$ cat config.mk
export PLATFORM = sky130hd
export DESIGN_NAME = alu_core
export DESIGN_NICKNAME = d
export VERILOG_FILES = /design/src/rtl/alu_core.sv
export SDC_FILE = /design/constraint.sdc
export NUM_CORES = 1
export LEC_CHECK = 0
export BUFFER_PORTS_ARGS = -buffer_cell sky130_fd_sc_hd__buf_2
export CAP_MARGIN = 20
export CELL_PAD_IN_SITES_DETAIL_PLACEMENT = 0
export CELL_PAD_IN_SITES_GLOBAL_PLACEMENT = 2
export CORE_ASPECT_RATIO = 0.75
export CORE_MARGIN = 3
export CORE_UTILIZATION = 37
export CTS_BUF_LIST = sky130_fd_sc_hd__clkbuf_2 sky130_fd_sc_hd__clkbuf_4 sky130_fd_sc_hd__clkbuf_8
export CTS_CLUSTER_SIZE = 12
export DETAILED_ROUTE_END_ITERATION = 8
export PLACE_DENSITY = 0.89
export SLEW_MARGIN = 5
export SYNTH_ARGS = -nofsm -noshare
export SYNTH_HDL_FRONTEND = slang
export SYNTH_SLANG_ARGS = --single-unit
export TNS_END_PERCENT = 20
$ cat constraint.sdc
create_clock -name clk -period 2.6 [get_ports clk]
set_clock_uncertainty 0.15 [all_clocks]
set_input_delay 0.13 -clock clk [delete_from_list [all_inputs] [get_ports clk]]
set_output_delay 0.13 -clock clk [all_outputs]
set_load 0.05 [all_outputs]
$ cat src/rtl/alu_core.sv
// rtl/alu_core.sv - registered WIDTH-bit ALU: one op per clock, result/carry/zero one cycle after in_valid
module alu_core #(
    parameter int WIDTH = 4
) (
    input  logic             clk,
    input  logic             rst_n,
    input  logic             in_valid,
    input  logic [WIDTH-1:0] A,
    input  logic [WIDTH-1:0] B,
    input  logic [3:0]       opcode,
    output logic [WIDTH-1:0] result,
    output logic             carry_flag,
    output logic             zero_flag,
    output logic             out_valid
);

    localparam logic [3:0] OP_ADD  = 4'b0000;
    localparam logic [3:0] OP_SUB  = 4'b0001;
    localparam logic [3:0] OP_AND  = 4'b0010;
    localparam logic [3:0] OP_OR   = 4'b0011;
    localparam logic [3:0] OP_NOT  = 4'b0100;
    localparam logic [3:0] OP_XOR  = 4'b0101;
    localparam logic [3:0] OP_SHL  = 4'b0110;
    localparam logic [3:0] OP_SHR  = 4'b0111;
    localparam logic [3:0] OP_PASS = 4'b1111;

    logic [WIDTH:0]   sum_ext;
    logic [WIDTH:0]   diff_ext;
    logic [WIDTH-1:0] next_result;
    logic             next_carry;

    // Extended-width add/sub: the extra top bit is the carry out or the borrow.
    assign sum_ext  = {1'b0, A} + {1'b0, B};
    assign diff_ext = {1'b0, A} - {1'b0, B};

    always_comb begin
        next_result = '0;
        next_carry  = 1'b0;
        case (opcode)
            OP_ADD: begin
                next_result = sum_ext[WIDTH-1:0];
                next_carry  = sum_ext[WIDTH];
            end
            OP_SUB: begin
                next_result = diff_ext[WIDTH-1:0];
                next_carry  = diff_ext[WIDTH];
            end
            OP_AND:  next_result = A & B;
            OP_OR:   next_result = A | B;
            OP_NOT:  next_result = ~A;
            OP_XOR:  next_result = A ^ B;
            OP_SHL: begin
                next_result = {A[WIDTH-2:0], 1'b0};
                next_carry  = A[WIDTH-1];
            end
            OP_SHR: begin
                next_result = {1'b0, A[WIDTH-1:1]};
                next_carry  = A[0];
            end
            OP_PASS: next_result = A;
            default: begin
                next_result = '0;
                next_carry  = 1'b0;
            end
        endcase
    end

    // zero_flag is registered alongside result so it always describes the held result.
    always_ff @(posedge clk or negedge rst_n) begin
        if (!rst_n) begin
            result     <= '0;
            carry_flag <= 1'b0;
            zero_flag  <= 1'b0;
            out_valid  <= 1'b0;
        end else begin
            out_valid <= in_valid;
            if (in_valid) begin
                result     <= next_result;
                carry_flag <= next_carry;
                zero_flag  <= (next_result == '0);
            end
        end
    end

endmodule

# Word level (Yosys, flattened, before mapping)
# Index checks and enable logic that the tools add are counted.
[word_totals]
reg_bits = 7
out_inout_bits = 7
elab_cells = 22
[op_classes]
addsub = 2
eq_ne = 8
muxes = 2
bitwise_logic = 4
n_reduce_logical = 2
[ops]
columns = ["op", "n"]
rows = [
  ["4-bit one-hot mux with 9 select lines", 1],
  ["4-bit by 3-bit equality test with 1-bit output (second input constant)", 4],
  ["4-bit by 2-bit equality test with 1-bit output (second input constant)", 2],
  ["4-bit zero test", 2],
  ["4-bit by 4-bit adder with 5-bit output", 1],
  ["4-bit by 4-bit subtractor with 5-bit output", 1],
  ["4-bit AND", 1],
  ["4-bit by 1-bit equality test with 1-bit output (second input constant)", 1],
  ["4-bit equality test (second input constant)", 1],
  ["4-bit inverter", 1],
  ["4-bit OR", 1],
  ["1-bit one-hot mux with 4 select lines", 1],
  ["4-bit XOR", 1],
]

# Depth between registers and ports, before layout
# Gate-level depths: netlist (run 1).
[logic_depth]
word_depth = 3
ltp_mapped = 9

# Least setup slack after synthesis (run 1)
# OpenSTA, ideal clock, no wires.
[synth_path]
kind = "input to register"
from = "in A[0]"
to = "reg result[2]"
t_arrival_ns = 1.921
required_ns = 2.325
setup_slack_ns = 0.404
path_stages = 9
cell_sequence = "inv_1 > ha_1 > inv_1 > fa_1 > mux2i_1 > mux2_4 > nor4_1 > o22ai_1 > mux2_4"
[synth_via]
elab_chain_len = 2
word_cells_on_any_way = 3
classes_between = "2 x add/sub; 1 x mux"
[synth_rtl]
columns = ["element", "line", "text"]
rows = [
  ["start, declared", "8", "input logic [WIDTH-1:0] A,"],
  ["4-bit by 4-bit subtractor with 5-bit output or 4-bit by 4-bit adder with 5-bit output (tied branches)", "34, 33", ""],
  ["4-bit one-hot mux with 9 select lines *", "39", "case (opcode)"],
  ["end signal, assigned", "78", "result <= next_result;"],
  ["end, declared", "11", "output logic [WIDTH-1:0] result,"],
]
# Mark *: on every way between the ends. The rest lies on a longest branch, timed or not.
# A chain may end at the register's enable or synchronous reset.

# Final worst setup path (run 1)
# Same ends and word-level chain as after synthesis.

==> results of run 1 <==
[layout make-up]
class | count | share of cell area (%)
timing repair buffer | 24 | 11.36
sequential | 7 | 15.01
tap | 36 | 3.859
multi-input combinational | 83 | 60.77
inverter | 15 | 4.823
clock buffer | 4 | 4.180
[stage by stage]
step | total power, mW | utilization, % | setup slack (ps) | instance area, um2 | hold slack (ps)
3_3_place_gp | 0.3337 | 41.57 | 177.7 | 1099 | -186.1
6_report | 0.4977 | 44.18 | 352.5 | 1167 | 146.4
4_1_cts | 0.5023 | 44.18 | 346.9 | 1167 | 121.2
2_1_floorplan | 0.2908 | - | 404.1 | 1044 | -315.6
3_5_place_dp | 0.3380 | 41.57 | 126.3 | 1099 | -177.3
5_1_grt | 0.5320 | 44.18 | 163.6 | 1167 | 160.5
[cell usage after synthesis (4+ instances only)]
cell type   n
o21ai_0     4
dfrtp_1     7
nor2_1      4
nand2_1     6
ha_1       12
clkbuf_8    5
inv_1      15
nor3_1      4
[what timing repair did]
item | 4_1_cts | 5_1_grt
buffers inserted | 0 | 0
endpoints found under the hold margin | 8 | 0
hold buffers | 2 | 0
endpoints found under the setup margin | 0 | 0
[worst min path at each step]
stage	endpoint	slack [ps]
after floorplan	carry_flag	-320
after global placement	result[0]	-190
after detailed placement	result[0]	-180
after CTS	zero_flag	120
after global routing	result[1]	160
final	result[0]	150
[sequential cells by signal (all words and copies together) (netlist names)]
name	flops
zero_flag	1
carry_flag	1
out_valid	1
result	4
[routing by layer]
metal  track usage (%)  vias to the layer above
li1                  -                      457
met1             24.48                      444
met2             24.31                       39
met3             4.104                        0
met4                 0                        0
met5                 0                        -
[power breakdown]
group / total (mW) / leakage (nW) / internal (mW) / switching [mW]
logic: 0.210 / 0.439 / 0.0769 / 0.134
clock network: 0.159 / 0.0262 / 0.116 / 0.0425
registers: 0.129 / 0.0874 / 0.123 / 0.00608
[kinds of logic after synthesis]
| kind of cell | synth area share [%] |
|---|---|
| AO/OA/AOI/OAI | 19.55 |
| multiplexers | 10.67 |
| flip-flops | 16.79 |
| adder cells (fa/ha/maj) | 18.23 |
| AND/OR/NAND/NOR | 19.54 |
| buffers and inverters | 15.23 |
==> flow_summary.toml, run 1 <==
[logic_synthesis]
synth_area_per_cell_um2 = 9.235
ys.flop_type = "dfrtp_1"
syn_nets = 142
synth_area_leaders = "dfrtp_1 (17%), ha_1 (14%), clkbuf_8 (6.6%)"
synth_warnings = 0
ys_seq_area_share_pct = 16.79
async_flop_share_pct = 100.0
synth_edf_count = 0
synth_top_cell_by_area = "dfrtp_1"
ys_ff_latch = 7
synthCells = 113
ys_types = 42
netlist_area_mm2 = 0.001044
synth_top_area_share_pct = 16.79

[setup_path]
critPathMaxStageDelay_ps = 380
worstSetupPathType = "input pin to flop"
reg2reg_setup_slack_ps = 1680
reg2reg_depth = 1
critPathBufInv = 3
r2r_end = "result[2]"
crit_path_start_kind = "input pin"
path_cells = "buf_2 -> inv_1 -> ha_1 -> inv_1 -> fa_1 -> mux2i_1 -> mux2_4 -> nor4_1 -> o22ai_1 -> mux2_4"
crit_start = "A[0]"
crit_fanout = 5
end_kind = "flop"
reg2reg_from = "result[2]"
arrival_ps = 2200
cp.required_ps = 2550
crit_cells = 10
critPathTopFamily = "multiplexers"
cp-endpoint = "result[2]"
slowest_stage = "fa_1"

[timing]
finalSetupViolations = 0
worstMarginPinSlew_ps = 518.2
slew_viol_final = 0
clock.fmax_mhz = 444.9
period_needed_ps = 2247
rsz0062_at_grt = "no"
min_period_over_period_pct = 86.44
hold_viol_final = 0
fin_setup_tns_ps = 0
relSlewSlack_pct = 64.97

[clocking]
numClockSinks = 7
tritoncts = "yes"
clk_pin_slew_worst_paths_ps = 40
h-tree-depth = 1
cts_root_buf = "clkbuf_8"
cts_buffer_depth = 2
cts_buffers = 3
cts_resized = 0
clkLatencyLatePin_ps = 220

[route]
wl_met2_um = 1195
vias = 940
wirelength_met1_um = 1160
top_layer = "met3"
drc = 0
drt_iter0_markers = 105
drtAntennaViolNets = 0
dr.pass1.iters = 4
wl_met3_um = 184
routedWlPerCell_um = 15.04
finalWirelength_um = 2541
via_per_inst = 5.562

[final_layout]
layout_common_cells = "buf_2 (21), inv_1 (15), ha_1 (12)"
nFillCells = 289
final_cells = 169
nets = 163
diodes = 0
drive_above_1_share_pct = 30.08
register_area_um2 = 175.2
multi_input_area_um2 = 709.4
final_common_cell = "buf_2"
syn2layout_area_growth_pct = 11.87

[grt]
antenna_found_initial = 0
grt.total_usage_pct = 16.19
grt_pass1_wl_um = 4312
first_global_vias = 882
grt_max_degree = 24
globalRouteOverflowTotal = 0

[min_path]
hold_path.class = "input pin to asynchronous set/reset pin"

[die]
die_y_um = 51.99
boundaryPins = 22
fp.dieArea_mm2 = 0.003500
coreArea_mm2 = 0.002643
rows = 16
start_util_pct = 39.49
die_w_um = 67.32

[power_and_ir_drop]
p_per_area_mw_per_mm2 = 426.3
ir_drop_v = 0.0002319
p_leak_nw = 0.5524

[run_status]
outcome = "completed"

[job]
maxCapViolations = 0

[placement]
dp_cells = 163
gp_congestion = 0.7506
io_buffers = 21
dp_hpwl_um = 1971
No activity file was read; power rests on OpenSTA's default activity.
==> inputs of run 2 (changes only) <==
--- a/config.mk
+++ b/config.mk
@@ -10,12 +10,12 @@
 export CELL_PAD_IN_SITES_DETAIL_PLACEMENT = 0
 export CELL_PAD_IN_SITES_GLOBAL_PLACEMENT = 2
 export CORE_ASPECT_RATIO = 0.75
-export CORE_MARGIN = 3
-export CORE_UTILIZATION = 37
-export CTS_BUF_LIST = sky130_fd_sc_hd__clkbuf_2 sky130_fd_sc_hd__clkbuf_4 sky130_fd_sc_hd__clkbuf_8
+export CORE_MARGIN = 2
+export CORE_UTILIZATION = 35
+export CTS_BUF_LIST = sky130_fd_sc_hd__clkbuf_16
 export CTS_CLUSTER_SIZE = 12
 export DETAILED_ROUTE_END_ITERATION = 8
-export PLACE_DENSITY = 0.89
+export PLACE_DENSITY = 0.85
 export SLEW_MARGIN = 5
 export SYNTH_ARGS = -nofsm -noshare
 export SYNTH_HDL_FRONTEND = slang
==> run 2 against run 1 <==
  * Worst hold slack got worse by 22 ps
  * Clock power increased by 63%
  * Utilization decreased by 3.0 points
  * Via count decreased by 1.9%
  * Total power increased by 20%
  * Design area increased by 2.1%
  * Non-clock buffer count decreased by 1
  * First-iteration DRC count decreased by 71%
  * Largest cell class unchanged
==> flow_summary.toml, run 2 (synthesis gave the netlist of run 1 again) <==
[run_status]
outcome = "completed"

[route]
dr.pass1.iters = 4
finalWirelength_um = 2469
via_per_inst = 5.424
drc = 0
drt_iter0_markers = 30
routedWlPerCell_um = 14.52
vias = 922
drtAntennaViolNets = 0

[final_layout]
syn2layout_area_growth_pct = 14.27
nFillCells = 316
nets = 162
largest-register = "result"
layout_common_cells = "buf_2 (21), inv_1 (16), ha_1 (12)"
final_cells = 170
diodes = 0
drive_above_1_share_pct = 28.79
largest_reg_flops = 4
final_common_cell = "buf_2"

[timing]
rsz0062_at_grt = "no"
slew_viol_final = 0
relSlewSlack_pct = 67.94
worstMarginPinSlew_ps = 474.3
min_period_over_period_pct = 87.52
finalSetupViolations = 0
fin_setup_tns_ps = 0
finalWorstSetupSlack_ps = 324.4
clock.fmax_mhz = 439.4
hold_viol_final = 0
period_needed_ps = 2276

[placement]
dp_cells = 164
dp_hpwl_um = 1885
io_buffers = 21
gp_congestion = 0.8140
place_ws_ps = 118.4

[grt]
first_global_vias = 912
antenna_found_initial = 0
grt_max_degree = 25
grt.total_usage_pct = 15.48
globalRouteOverflowTotal = 0
grt_pass1_wl_um = 4091

[die]
start_util_pct = 36.07
fp.dieArea_mm2 = 0.003439
coreArea_mm2 = 0.002893
die_w_um = 67.05
rows = 17
boundaryPins = 22
die_y_um = 51.29

[clocking]
cts_buffers = 3
clkLatencyLatePin_ps = 230
numClockSinks = 7
clk_pin_slew_worst_paths_ps = 40
h-tree-depth = 1
cts_resized = 0
cts_setup_buffers = 0
tritoncts = "yes"
cts_root_buf = "clkbuf_16"
cts_buffer_depth = 2

[job]
maxCapViolations = 0

[setup_path]
cp.required_ps = 2560
crit_fanout = 5
arrival_ps = 2240
crit_path_start_kind = "input pin"
end_kind = "flop"
slowest_stage = "fa_1"
critPathMaxStageDelay_ps = 380
path_cells = "buf_2 -> inv_1 -> ha_1 -> inv_1 -> fa_1 -> mux2i_1 -> mux2_4 -> nor4_1 -> o22ai_1 -> mux2_4"
worstSetupPathType = "input pin to flop"

[power_and_ir_drop]
p_per_area_mw_per_mm2 = 499.5
p_leak_nw = 0.5637
power.total_mw = 0.5956
ir_drop_v = 0.0002748

[min_path]
hold_path.class = "input pin to asynchronous set/reset pin"
==> run 2: cell count changes in the layout (fill, tap and decap cells not counted), sizes merged <==
cell and delta:
clkbuf -1, buf -1, inv +1
==> run 2: worst max-delay path, delay by kind of cell <==
family	cells	cell delay, ps
AO/OA/AOI/OAI	1	160
adder cells (fa/ha/maj)	2	570
buffers and inverters	3	300
multiplexers	3	820
AND/OR/NAND/NOR	1	270
==> run 2: path summary, 6_finish.rpt <==
path | endpoint | from | depth (start not counted) | slack [ps]
setup / recovery | result[2] | A[0] | 10 | 320
hold / removal | result[0] | rst_n | 2 | 120
setup reg to reg | result[2] | result[2] | 1 | 1680
hold reg to reg | result[1] | result[1] | 1 | 330
max in group asynchronous | carry_flag | rst_n | 2 | 2020
min in group clk | carry_flag | opcode[1] | 3 | 240
==> run 2: report_power, final <==
group | total (mW) | leakage, nW | switching (mW) | internal [mW]
combinational | 0.208 | 0.434 | 0.132 | 0.0758
sequential | 0.129 | 0.0874 | 0.00604 | 0.123
clock | 0.259 | 0.0423 | 0.0591 | 0.200
total | 0.596 | 0.564 | 0.197 | 0.398
==> run 2: area by class of cell <==
cell class | instances | area, um2 | share of cell area (%)
clock buffer | 3 | 75.07 | 6.296
timing repair buffer | 23 | 125.1 | 10.49
multi-input combinational | 83 | 709.4 | 59.50
sequential | 7 | 175.2 | 14.69
tap | 38 | 47.55 | 3.987
clock inverter | 1 | 3.754 | 0.3148
inverter | 15 | 56.30 | 4.722
==> run 2: metrics by stage <==
| step | util (%) | hold WS (ps) | cell area, um2 |
|---|---|---|---|
| final | 41.22 | 124.5 | 1192 |
| after global routing | 41.22 | 139.2 | 1192 |
| after CTS | 41.22 | 113.0 | 1192 |
| after detailed placement | 37.80 | -178.1 | 1094 |
| after global placement | 37.80 | -186.3 | 1094 |
| after floorplan | - | -315.6 | 1044 |
==> run 2: routing by layer <==
layer	track usage (%)	wire length (um)	vias up
li1	-	-	448
met1	22.67	1230	439
met2	23.93	1106	35
met3	3.304	131	0
met4	1.701	0	0
met5	0	0	-
==> run 2: what timing repair did <==
action | in CTS | in global routing
hold buffers | 2 | 0
endpoints found under the hold margin | 8 | 0
setup endpoints to repair | 0 | 0
==> inputs of run 3 (changes only) <==
--- a/config.mk
+++ b/config.mk
@@ -7,15 +7,14 @@
 export LEC_CHECK = 0
 export BUFFER_PORTS_ARGS = -buffer_cell sky130_fd_sc_hd__buf_2
 export CAP_MARGIN = 20
-export CELL_PAD_IN_SITES_DETAIL_PLACEMENT = 0
-export CELL_PAD_IN_SITES_GLOBAL_PLACEMENT = 2
 export CORE_ASPECT_RATIO = 0.75
 export CORE_MARGIN = 2
-export CORE_UTILIZATION = 35
+export CORE_UTILIZATION = 55
 export CTS_BUF_LIST = sky130_fd_sc_hd__clkbuf_16
 export CTS_CLUSTER_SIZE = 12
 export DETAILED_ROUTE_END_ITERATION = 8
-export PLACE_DENSITY = 0.85
+export PLACE_DENSITY = 0.81
+export SETUP_SLACK_MARGIN = 0.02
 export SLEW_MARGIN = 5
 export SYNTH_ARGS = -nofsm -noshare
 export SYNTH_HDL_FRONTEND = slang
==> run 3 against run 2 <==
  * First-iteration DRC count up 23%
  * Highest routed layer is now met4
  * Via count increased by 5.4%
  * Largest cell class unchanged
  * Worst setup slack worse by 27 ps
  * Design area is 1.7% lower
  * Worst hold slack got worse by 2.7 ps
  * Fmax down 1.2%
  * Utilization rose by 26 points
==> flow_summary.toml, run 3 (synthesis gave the netlist of run 1 again) <==
[run_status]
outcome = "completed"

[setup_path]
worstSetupPathType = "input pin to flop"
crit_path_start_kind = "input pin"
crit_fanout = 5
arrival_ps = 2270
cp.required_ps = 2560
end_kind = "flop"

[die]
start_util_pct = 59.40
boundaryPins = 22
fp.dieArea_mm2 = 0.002265
die_w_um = 54.30
rows = 13
coreArea_mm2 = 0.001757
die_y_um = 41.72

[min_path]
hold_path.class = "input pin to asynchronous set/reset pin"

[timing]
fin_setup_tns_ps = 0
relSlewSlack_pct = 64.28
clock.fmax_mhz = 434.3
hold_viol_final = 0
period_needed_ps = 2303
finalSetupViolations = 0
rsz0062_at_grt = "no"
worstMarginPinSlew_ps = 528.4
slew_viol_final = 0
min_period_over_period_pct = 88.56
worst_hold_slack_ps = 121.8

[grt]
antenna_found_initial = 0
grt_max_degree = 25
first_global_vias = 908
globalRouteOverflowTotal = 0
grt.total_usage_pct = 26.34
grt_pass1_wl_um = 4333

[final_layout]
nets = 162
final_common_cell = "buf_2"
largest-register = "result"
nFillCells = 148
largest_reg_flops = 4
diodes = 0
drive_above_1_share_pct = 28.79
fin_util_pct = 66.74
syn2layout_area_growth_pct = 12.35
layout_common_cells = "buf_2 (21), inv_1 (16), ha_1 (12)"

[route]
drc = 0
via_per_inst = 6.312
finalWirelength_um = 2637
vias = 972
drtAntennaViolNets = 0
routedWlPerCell_um = 17.12
drt_iter0_markers = 37
dr.pass1.iters = 4

[placement]
dp_hpwl_um = 1900
io_buffers = 21
gp_congestion = 0.8299

[clocking]
cts_root_buf = "clkbuf_16"
clkLatencyLatePin_ps = 230
cts_resized = 0
cts_buffer_depth = 2
cts_buffers = 3
clk_pin_slew_worst_paths_ps = 40
h-tree-depth = 1
numClockSinks = 7
tritoncts = "yes"

[power_and_ir_drop]
p_per_area_mw_per_mm2 = 512.5
ir_drop_v = 0.0003964
p_leak_nw = 0.5637

[job]
maxCapViolations = 0
==> run 3: cell counts in the layout (fill, tap and decap cells not counted) <==
No cell type changed its count.
==> run 3: layout make-up <==
cell class / count / area [um2] / area share (%)
clock inverters: 1 / 3.754 / 0.3202
well taps: 22 / 27.53 / 2.348
inverters: 15 / 56.30 / 4.803
flip-flops and latches: 7 / 175.2 / 14.94
clock buffers: 3 / 75.07 / 6.403
repair buffers: 23 / 125.1 / 10.67
multi-input cells: 83 / 709.4 / 60.51
==> run 3: what timing repair did <==
action | in CTS | in global routing
setup buffers | 0 | 0
endpoints found under the hold margin | 8 | 0
hold buffers | 2 | 0
==> run 3: worst paths after layout <==
kind                            slack (ps)          to  cells after the start  startpoint
worst min-delay path                   120   zero_flag                      2       rst_n
worst max register to register        1660   result[2]                      1   result[2]
worst max-delay path                   300   result[2]                     10        A[0]
min in group clk                       220  carry_flag                      3   opcode[1]
max in group asynchronous             2020   result[3]                      2       rst_n
worst min register to register         320   result[1]                      1   result[1]
==> run 3: critical path: stages <==
cell,delay [ps]
buf_2,130
inv_1,100
ha_1,180
inv_1,50
fa_1,390
mux2i_1,200
mux2_4,330
nor4_1,290
o22ai_1,180
mux2_4,290
==> run 3: through the flow <==
step | area, um2 | worst slack, ps | total power [mW] | cells
floorplan | 1044 | 404.1 | 0.2908 | 113
global placement | 1074 | 193.6 | 0.3277 | 148
detailed placement | 1074 | 100.5 | 0.3355 | 148
CTS | 1172 | 330.1 | 0.6036 | 154
global route | 1172 | 245.6 | 0.6394 | 154
finish | 1172 | 297.5 | 0.6008 | 154
==> run 3: power by group <==
group,switching (mW),total [mW],internal (mW)
logic,0.136,0.211,0.0758
registers,0.00740,0.130,0.123
clock network,0.0593,0.259,0.200
==> run 3: routing by layer <==
layer	vias to the layer above	share of wire, %	GRT usage [%]
met3	6	6.5	7.554
met5	-	0	0
met1	463	44	34.74
met2	50	48	40.96
met4	0	1.6	8.000
li1	453	-	-
